File: config.mk
export PLATFORM = sky130hd
export DESIGN_NAME = bundle_dispatch_sched_flat
export DESIGN_NICKNAME = d
export VERILOG_FILES = /design/src/rtl/bundle_dispatch_sched_pkg.sv /design/src/rtl/bundle_dispatch_sched_if.sv /design/src/rtl/bundle_dispatch_sched_slot_pick.sv /design/src/rtl/bundle_dispatch_sched.sv /design/src/flat_wrapper.sv
export SDC_FILE = /design/constraint.sdc
export NUM_CORES = 1
export LEC_CHECK = 0
export BUFFER_PORTS_ARGS = -buffer_cell sky130_fd_sc_hd__buf_2
export CORE_UTILIZATION = 40
export CTS_CLUSTER_DIAMETER = 150
export DETAILED_ROUTE_END_ITERATION = 7
export PLACE_DENSITY = 0.56
export SLEW_MARGIN = 20
export SYNTH_ARGS = -nofsm -noshare
export SYNTH_HDL_FRONTEND = slang
export SYNTH_SLANG_ARGS = --single-unit
File: constraint.sdc
create_clock -name clk -period 5.2 [get_ports clk]
set_input_delay 0.78 -clock clk [delete_from_list [all_inputs] [get_ports clk]]
set_output_delay 0.78 -clock clk [all_outputs]
set_load 0.02 [all_outputs]
File: src/rtl/bundle_dispatch_sched_pkg.sv
// Shared types and helpers for the bundle dispatch scheduler.
//
// Contents:
//   slot_mask_t   - one bit per bundle slot, bit0 = slot0 (oldest)
//   bundle_ent_t  - buffered bundle: pending slots, jump/call flags, taken-branch flags
//   NSLOTS        - slots per bundle
//   first_n_ones  - keeps the lowest n set bits of a slot mask
//
// `WAYS normally comes from rtfItanium-config.sv. It falls back to 3 here so
// the block also builds stand-alone.

`ifndef WAYS
`define WAYS 3
`endif

package bundle_sched_pkg;

    localparam int NSLOTS = 3;

    typedef logic [NSLOTS-1:0] slot_mask_t;

    typedef struct packed {
        slot_mask_t pend;
        slot_mask_t jc;
        slot_mask_t tb;
    } bundle_ent_t;

    // Scans slot0 -> slot2 and keeps at most n of the set bits, which gives
    // program-order selection of the oldest pending slots.
    function automatic slot_mask_t first_n_ones(slot_mask_t mask, logic [1:0] n);
        slot_mask_t r;
        logic [1:0] c;
        r = '0;
        c = '0;
        for (int i = 0; i < NSLOTS; i++) begin
            if (mask[i] && (c < n)) begin
                r[i] = 1'b1;
                c    = c + 2'd1;
            end
        end
        return r;
    endfunction

endpackage

File: src/rtl/bundle_dispatch_sched_if.sv
// Interface bundling the fetch-side and dispatch-side signals of the bundle
// dispatch scheduler.
//
// Signals:
//   fetch_v, fetch_mask, fetch_jc, fetch_tb - bundle offered by fetch
//   fetch_rdy                                - scheduler can take a bundle
//   canq                                     - free dispatch-queue entries (0..3)
//   branchmiss                               - flush everything
//   debug_on                                 - single-step dispatch
//   issue_mask, issue_last                   - slots issued / head retires this cycle
//   redirect, redirect_slot                  - registered truncation pulse and its slot
//   count                                    - occupied buffer entries
//
// Modports: master drives fetch/control (the environment); slave is the scheduler.

interface bundle_dispatch_sched_if
    import bundle_sched_pkg::*;
#(
    parameter int DEPTH = 4
);
    logic                         fetch_v;
    slot_mask_t                   fetch_mask;
    slot_mask_t                   fetch_jc;
    slot_mask_t                   fetch_tb;
    logic                         fetch_rdy;
    logic [1:0]                   canq;
    logic                         branchmiss;
    logic                         debug_on;
    slot_mask_t                   issue_mask;
    logic                         issue_last;
    logic                         redirect;
    logic [1:0]                   redirect_slot;
    logic [$clog2(DEPTH+1)-1:0]   count;

    modport master (
        output fetch_v, fetch_mask, fetch_jc, fetch_tb, canq, branchmiss, debug_on,
        input  fetch_rdy, issue_mask, issue_last, redirect, redirect_slot, count
    );

    modport slave (
        input  fetch_v, fetch_mask, fetch_jc, fetch_tb, canq, branchmiss, debug_on,
        output fetch_rdy, issue_mask, issue_last, redirect, redirect_slot, count
    );

endinterface

File: src/rtl/bundle_dispatch_sched_slot_pick.sv
// slot_pick: combinational slot selection for one bundle.
//
// Ports:
//   pend       in  pending slots of the bundle (0 when nothing may issue)
//   jc, tb     in  per-slot jump/call and predicted-taken branch flags
//   lim        in  max slots to issue this cycle
//   issue_mask out slots issued, oldest first, cut after a control-transfer slot
//   trunc      out an issued slot transfers control
//   trunc_slot out index of the lowest such slot

module slot_pick
    import bundle_sched_pkg::*;
(
    input  slot_mask_t pend,
    input  slot_mask_t jc,
    input  slot_mask_t tb,
    input  logic [1:0] lim,
    output slot_mask_t issue_mask,
    output logic       trunc,
    output logic [1:0] trunc_slot
);

    slot_mask_t sel;
    slot_mask_t brk;

    // Loop runs from slot2 down so the oldest control-transfer slot wins;
    // everything younger than it in the same bundle is dropped.
    always_comb begin
        sel        = first_n_ones(pend, lim);
        brk        = sel & (jc | tb);
        issue_mask = sel;
        trunc      = 1'b0;
        trunc_slot = 2'd0;
        for (int s = NSLOTS - 1; s >= 0; s--) begin
            if (brk[s]) begin
                trunc      = 1'b1;
                trunc_slot = 2'(s);
            end
        end
        if (trunc) begin
            case (trunc_slot)
                2'd0:    issue_mask = sel & 3'b001;
                2'd1:    issue_mask = sel & 3'b011;
                default: issue_mask = sel;
            endcase
        end
    end

endmodule

File: src/rtl/bundle_dispatch_sched.sv
// bundle_dispatch_sched: buffers fetched 3-slot bundles and dispatches slots of
// the head bundle in program order, limited by queue space, WAYS and debug
// single-step. Dispatch stops at jumps/predicted-taken branches, which also
// discard all younger bundles and raise a one-cycle redirect.
//
// Ports:
//   clk, rst - clock, asynchronous active-high reset
//   bus      - bundle_dispatch_sched_if.slave (fetch, dispatch, status signals)
//
// Configuration macro DISPATCH_BYPASS_EN: when defined, a bundle arriving at an
// empty buffer dispatches in the same cycle and is stored only if slots remain.

module bundle_dispatch_sched
    import bundle_sched_pkg::*;
#(
    parameter int DEPTH = 4,
    parameter int WAYS  = `WAYS
) (
    input  logic                  clk,
    input  logic                  rst,
    bundle_dispatch_sched_if.slave bus
);

    localparam int AW = $clog2(DEPTH);
    localparam int CW = $clog2(DEPTH + 1);

    bundle_ent_t    ent [DEPTH];
    logic [AW-1:0]  head;
    logic [AW-1:0]  tail;
    logic [CW-1:0]  count;
    logic           redirect_q;
    logic [1:0]     redirect_slot_q;

    logic [1:0]     lim;
    logic           byp;
    bundle_ent_t    cur;
    logic           cur_valid;
    slot_mask_t     pend_in;
    slot_mask_t     pick_mask;
    logic           trunc;
    logic [1:0]     trunc_slot;
    slot_mask_t     remain;
    slot_mask_t     push_pend;
    logic           issue_last;
    logic           fetch_rdy;
    logic           push;
    logic           pop;

    // Head selection and push/pop decisions. With bypass, an empty buffer
    // treats the incoming bundle as the head, and only the leftover slots are
    // stored.
    always_comb begin
        if (bus.debug_on)
            lim = 2'd1;
        else if (int'(bus.canq) < WAYS)
            lim = bus.canq;
        else
            lim = 2'(WAYS);

`ifdef DISPATCH_BYPASS_EN
        byp = (count == '0) && bus.fetch_v && !bus.branchmiss && (bus.fetch_mask != '0);
`else
        byp = 1'b0;
`endif

        if (byp)
            cur = '{pend: bus.fetch_mask, jc: bus.fetch_jc, tb: bus.fetch_tb};
        else
            cur = ent[head];
        cur_valid = byp || (count != '0);
        pend_in   = (cur_valid && !bus.branchmiss) ? cur.pend : '0;

        remain     = cur.pend & ~pick_mask;
        issue_last = (pick_mask != '0) && ((remain == '0) || trunc);
        fetch_rdy  = (count < CW'(DEPTH));

        push_pend = byp ? remain : bus.fetch_mask;
        push      = bus.fetch_v && fetch_rdy && !bus.branchmiss && !trunc && (push_pend != '0);
        pop       = issue_last && !byp && !trunc;
    end

    slot_pick u_slot_pick (
        .pend       (pend_in),
        .jc         (cur.jc),
        .tb         (cur.tb),
        .lim        (lim),
        .issue_mask (pick_mask),
        .trunc      (trunc),
        .trunc_slot (trunc_slot)
    );

    // Buffer state. Flush beats truncation, which beats normal pop/push.
    always_ff @(posedge clk or posedge rst) begin
        if (rst) begin
            head            <= '0;
            tail            <= '0;
            count           <= '0;
            redirect_q      <= 1'b0;
            redirect_slot_q <= 2'd0;
            for (int i = 0; i < DEPTH; i++)
                ent[i] <= '0;
        end else begin
            redirect_q <= trunc;
            if (trunc)
                redirect_slot_q <= trunc_slot;

            if (bus.branchmiss) begin
                head  <= tail;
                count <= '0;
                for (int i = 0; i < DEPTH; i++)
                    ent[i].pend <= '0;
            end else if (trunc) begin
                if (!byp) begin
                    head <= head + 1'b1;
                    tail <= head + 1'b1;
                end
                count <= '0;
                for (int i = 0; i < DEPTH; i++)
                    ent[i].pend <= '0;
            end else begin
                if (!byp && (count != '0))
                    ent[head].pend <= remain;
                if (push) begin
                    ent[tail] <= '{pend: push_pend, jc: bus.fetch_jc, tb: bus.fetch_tb};
                    tail      <= tail + 1'b1;
                end
                if (pop)
                    head <= head + 1'b1;
                count <= count + CW'(push) - CW'(pop);
            end
        end
    end

    assign bus.fetch_rdy     = fetch_rdy;
    assign bus.issue_mask    = pick_mask;
    assign bus.issue_last    = issue_last;
    assign bus.redirect      = redirect_q;
    assign bus.redirect_slot = redirect_slot_q;
    assign bus.count         = count;

    assert property (@(posedge clk) disable iff (rst) !(push && (count == CW'(DEPTH))));
    assert property (@(posedge clk) disable iff (rst) !(pop && (count == '0)));

endmodule

File: src/flat_wrapper.sv
// flat-port wrapper written by rule: the top's interface ports become plain ports
module bundle_dispatch_sched_flat import bundle_sched_pkg::*;
#(
    parameter int DEPTH = 4,
    parameter int WAYS  = `WAYS
)
  (clk, rst, bus_fetch_v, bus_fetch_mask, bus_fetch_jc, bus_fetch_tb, bus_canq, bus_branchmiss, bus_debug_on, bus_fetch_rdy, bus_issue_mask, bus_issue_last, bus_redirect, bus_redirect_slot, bus_count);
  bundle_dispatch_sched_if #(.DEPTH(DEPTH)) bus_i ();
  input  logic clk;
  input  logic rst;
  input wire logic [$bits(bus_i.fetch_v)-1:0] bus_fetch_v;
  input wire logic [$bits(bus_i.fetch_mask)-1:0] bus_fetch_mask;
  input wire logic [$bits(bus_i.fetch_jc)-1:0] bus_fetch_jc;
  input wire logic [$bits(bus_i.fetch_tb)-1:0] bus_fetch_tb;
  input wire logic [$bits(bus_i.canq)-1:0] bus_canq;
  input wire logic [$bits(bus_i.branchmiss)-1:0] bus_branchmiss;
  input wire logic [$bits(bus_i.debug_on)-1:0] bus_debug_on;
  output wire logic [$bits(bus_i.fetch_rdy)-1:0] bus_fetch_rdy;
  output wire logic [$bits(bus_i.issue_mask)-1:0] bus_issue_mask;
  output wire logic [$bits(bus_i.issue_last)-1:0] bus_issue_last;
  output wire logic [$bits(bus_i.redirect)-1:0] bus_redirect;
  output wire logic [$bits(bus_i.redirect_slot)-1:0] bus_redirect_slot;
  output wire logic [$bits(bus_i.count)-1:0] bus_count;
  assign bus_i.fetch_v = bus_fetch_v;
  assign bus_i.fetch_mask = bus_fetch_mask;
  assign bus_i.fetch_jc = bus_fetch_jc;
  assign bus_i.fetch_tb = bus_fetch_tb;
  assign bus_i.canq = bus_canq;
  assign bus_i.branchmiss = bus_branchmiss;
  assign bus_i.debug_on = bus_debug_on;
  assign bus_fetch_rdy = bus_i.fetch_rdy;
  assign bus_issue_mask = bus_i.issue_mask;
  assign bus_issue_last = bus_i.issue_last;
  assign bus_redirect = bus_i.redirect;
  assign bus_redirect_slot = bus_i.redirect_slot;
  assign bus_count = bus_i.count;
  bundle_dispatch_sched #(.DEPTH(DEPTH), .WAYS(WAYS)) u_core (.clk(clk), .rst(rst), .bus(bus_i));
endmodule
==> flow_metrics.tcl <==
set metrics [dict create \
    drt-wirelength-per-cell_um 17.50 \
    regToRegSetupSlack_ns 0.62 \
    seq_area_frac_synth_pct 41.91 \
    critPathRequiredTime_ns 5.40 \
    cts_made_buffers 5 \
    r2r_end "u_core.bus.count[2]$_DFF_PP0_" \
    syn-num-nets 265 \
    p_total_mw 1.455 \
    setup_viol 0 \
    wl_um 5931 \
    routed_via_density 5.457 \
    fp.dieW_um 84.86 \
    portBuffers 26 \
    rsz0062_at_grt "no" \
    final.setup.tns_ns 0 \
    clkTransAtPathRegs_ns 0.09 \
    synth_xor_xnor_area_share_pct 0.6378 \
    min_to "u_core.ent[1]$_DFFE_PP0P_" \
    period_needed_ns 4.584 \
    hold_start "u_core.ent[1]$_DFFE_PP0P_" \
    power.density_nw_per_um2 481.9 \
    antenna_found_initial 0 \
    root_buffer "clkbuf_8" \
    seqCellArea_um2 1151 \
    htree_levels 2 \
    remaining_drc_errors 0 \
    synth.area.top_cells "dfrtp_1 42%, mux2_4 8.7%, ha_1 5.5%, nor2_1 5.2%, mux2_2 4.1%" \
    yosysMostFrequentCell "dfrtp_1" \
    synthAdderAreaFrac_pct 6.196 \
    vias 1850 \
    cp.arrival_ns 4.78 \
    multiInputGateArea_um2 1459 \
    leakagePower_nw 1.460 \
    nNetsFinal 290 \
    core-area_um2 6495 \
    synth_edf_count 0 \
    die-area_um2 7201 \
    synth_common_cells "46 x dfrtp_1, 38 x nor2_1, 16 x mux2_4" \
    post-cts-setup-buffers 0 \
    finalCritPeriodShare_pct 88.15 \
    initial_core_util_pct 42.28 \
    syn_inst 236 \
    hold_violations 0 \
    holdPathStages 1 \
    clock-sinks 46 \
    dp_cells 331 \
    holdWs_ns 0.5154 \
    drt_iter0_markers 79 \
    cts_buffer_depth 2 \
    fmax_mhz 218.2 \
    r2r-start "u_core.head[0]$_DFFE_PP0P_" \
    dpl.hpwl_um 4126 \
    synth_area_per_cell_um2 11.64 \
    yosysTopAreaCellShare_pct 41.91 \
    overflow 0 \
    yosysWarnings 0 \
    holdCritPathClass "reg2reg" \
    layout-drive-gt1-share_pct 32.44 \
    dr.pass1.iters 6 \
    status "finished, final reports clean" \
    ys_async_sr_fraction_pct 100.0 \
    synth-simple-area-share_pct 13.90 \
    grtUsageTotal_pct 18.23 \
    reg2regPathDepth 20 \
    final_max_slew_viol_count 0 \
    grt_pass1_wl_um 9929 \
    tritoncts "yes" \
    critical_path_class "reg2reg" \
    tightestPinTransition_ns 0.8093 \
    maxCapViolCount 0 \
    yosysTopAreaCell "dfrtp_1" \
    fillerInstances 618 \
    finClkSkew_ns 0.003287 \
    clock_latency_ns 0.30 \
    postCtsHoldBufs 0 \
    synth_compound_area_share_pct 13.71 \
    synth_top_family_by_area "multiplexers" \
    worstPathMaxFanout 12 \
    maxSlewHeadroom_pct 46.04 \
    placementRows 29 \
    die_y_um 84.86 \
    grt_max_degree 47 \
    synth_mux_area_share_pct 18.68 \
    gp_congestion 0.7877 \
    grt_pass1_vias 1922 \
    io_pins 27 \
    ant_nets 0 \
    syn_to_final_growth_pct 9.932 \
    pre_cts_ws_ns 0.6436 \
    ys_types 49 \
    synth-seq-cells 46 \
    ctsResizeCount 0 \
    setup_ws_ns 0.6163 \
    fin_cells 339 \
    ys.flop_type "dfrtp_1" \
    crit_path_start_kind "flip-flop" \
    synth_area_um2 2746 \
    diodes 0 \
    ir_drop_mv 0.2336 \
    end_kind "flip-flop" \
]
power by group:
group	internal, mW	total [mW]	switching [mW]
Clock	0.144	0.275	0.131
Sequential	0.491	0.595	0.104
Combinational	0.290	0.585	0.295
Total	0.925	1.45	0.530
registers in the layout, indices dropped and copies added (netlist names):
| signal | count |
|---|---|
| u_core.tail | 2 |
| u_core.head | 2 |
| u_core.bus.redirect_slot | 2 |
| u_core.bus.count | 3 |
| u_core.ent | 36 |
| u_core.bus.redirect | 1 |
per-stage QoR:
stage	util, %	instance area (µm²)
floorplan	-	2746
detailed placement	44.73	2905
global placement	44.73	2905
global route	46.48	3019
finish	46.48	3019
CTS	46.47	3018
critical path, stage by stage, from the launching register on:
cell and delay [ns]:
dfrtp_1 0.62, mux4_2 0.59, nand3_1 0.17, a21o_1 0.19, inv_1 0.06, ha_1 0.17, ha_1 0.26, inv_1 0.05
o2111ai_4 0.28, a21oi_2 0.13, nor3_4 0.31, clkinv_2 0.15, nor3_1 0.25, ha_1 0.26, inv_1 0.05, ha_1 0.13
inv_1 0.04, fa_1 0.37, xnor2_1 0.18, xnor2_1 0.13, nor2_1 0.05
how the worst max path moves through the flow:
stage / depth (start not counted) / from / endpoint / slack [ns]
CTS: 20 / u_core.head[0]$_DFFE_PP0P_ / u_core.bus.count[2]$_DFF_PP0_ / 0.58
finish: 20 / u_core.head[0]$_DFFE_PP0P_ / u_core.bus.count[2]$_DFF_PP0_ / 0.62
global placement: 20 / u_core.head[0]$_DFFE_PP0P_ / u_core.bus.count[2]$_DFF_PP0_ / 0.76
global route: 20 / u_core.head[0]$_DFFE_PP0P_ / u_core.bus.count[2]$_DFF_PP0_ / 0.24
detailed placement: 20 / u_core.head[0]$_DFFE_PP0P_ / u_core.bus.count[2]$_DFF_PP0_ / 0.64
floorplan: 17 / bus_branchmiss / u_core.bus.count[2]$_DFF_PP0_ / 0.87
cells by family after synthesis:
group,after synthesis
simple gates,70
flops,46
xor+xnor,2
buf+inv,25
fa+ha+maj,13
mux,35
compound gates,45
area by class of cell:
cell class	count	area share, %
clock buffers	5	2.279
clock inverters	3	1.450
inverters	16	2.072
multi-input cells	165	48.32
flip-flops and latches	46	38.13
well taps	77	3.191
repair buffers	27	4.559
layout by cell type (no fill, tap or decap), types with 4 or more instances in the layout:
cell type / instances
a21oi_1: 11
inv_1: 13
mux2i_1: 4
ha_1: 12
mux2_4: 16
a211oi_1: 13
buf_2: 26
nand3_2: 4
clkbuf_8: 5
nor3_1: 6
nor2_1: 38
dfrtp_1: 46
nand2_1: 6
mux2_2: 10
routing by layer:
metal	wire [µm]	up-vias	global-route usage, %	share of wire, %
met5	0	-	0	0
met4	115	0	6.934	1.9
met3	165	11	3.502	2.8
met2	2796	32	29.49	47
met1	2854	910	24.43	48
li1	-	897	-	-
No activity file was read; power rests on OpenSTA's default activity.
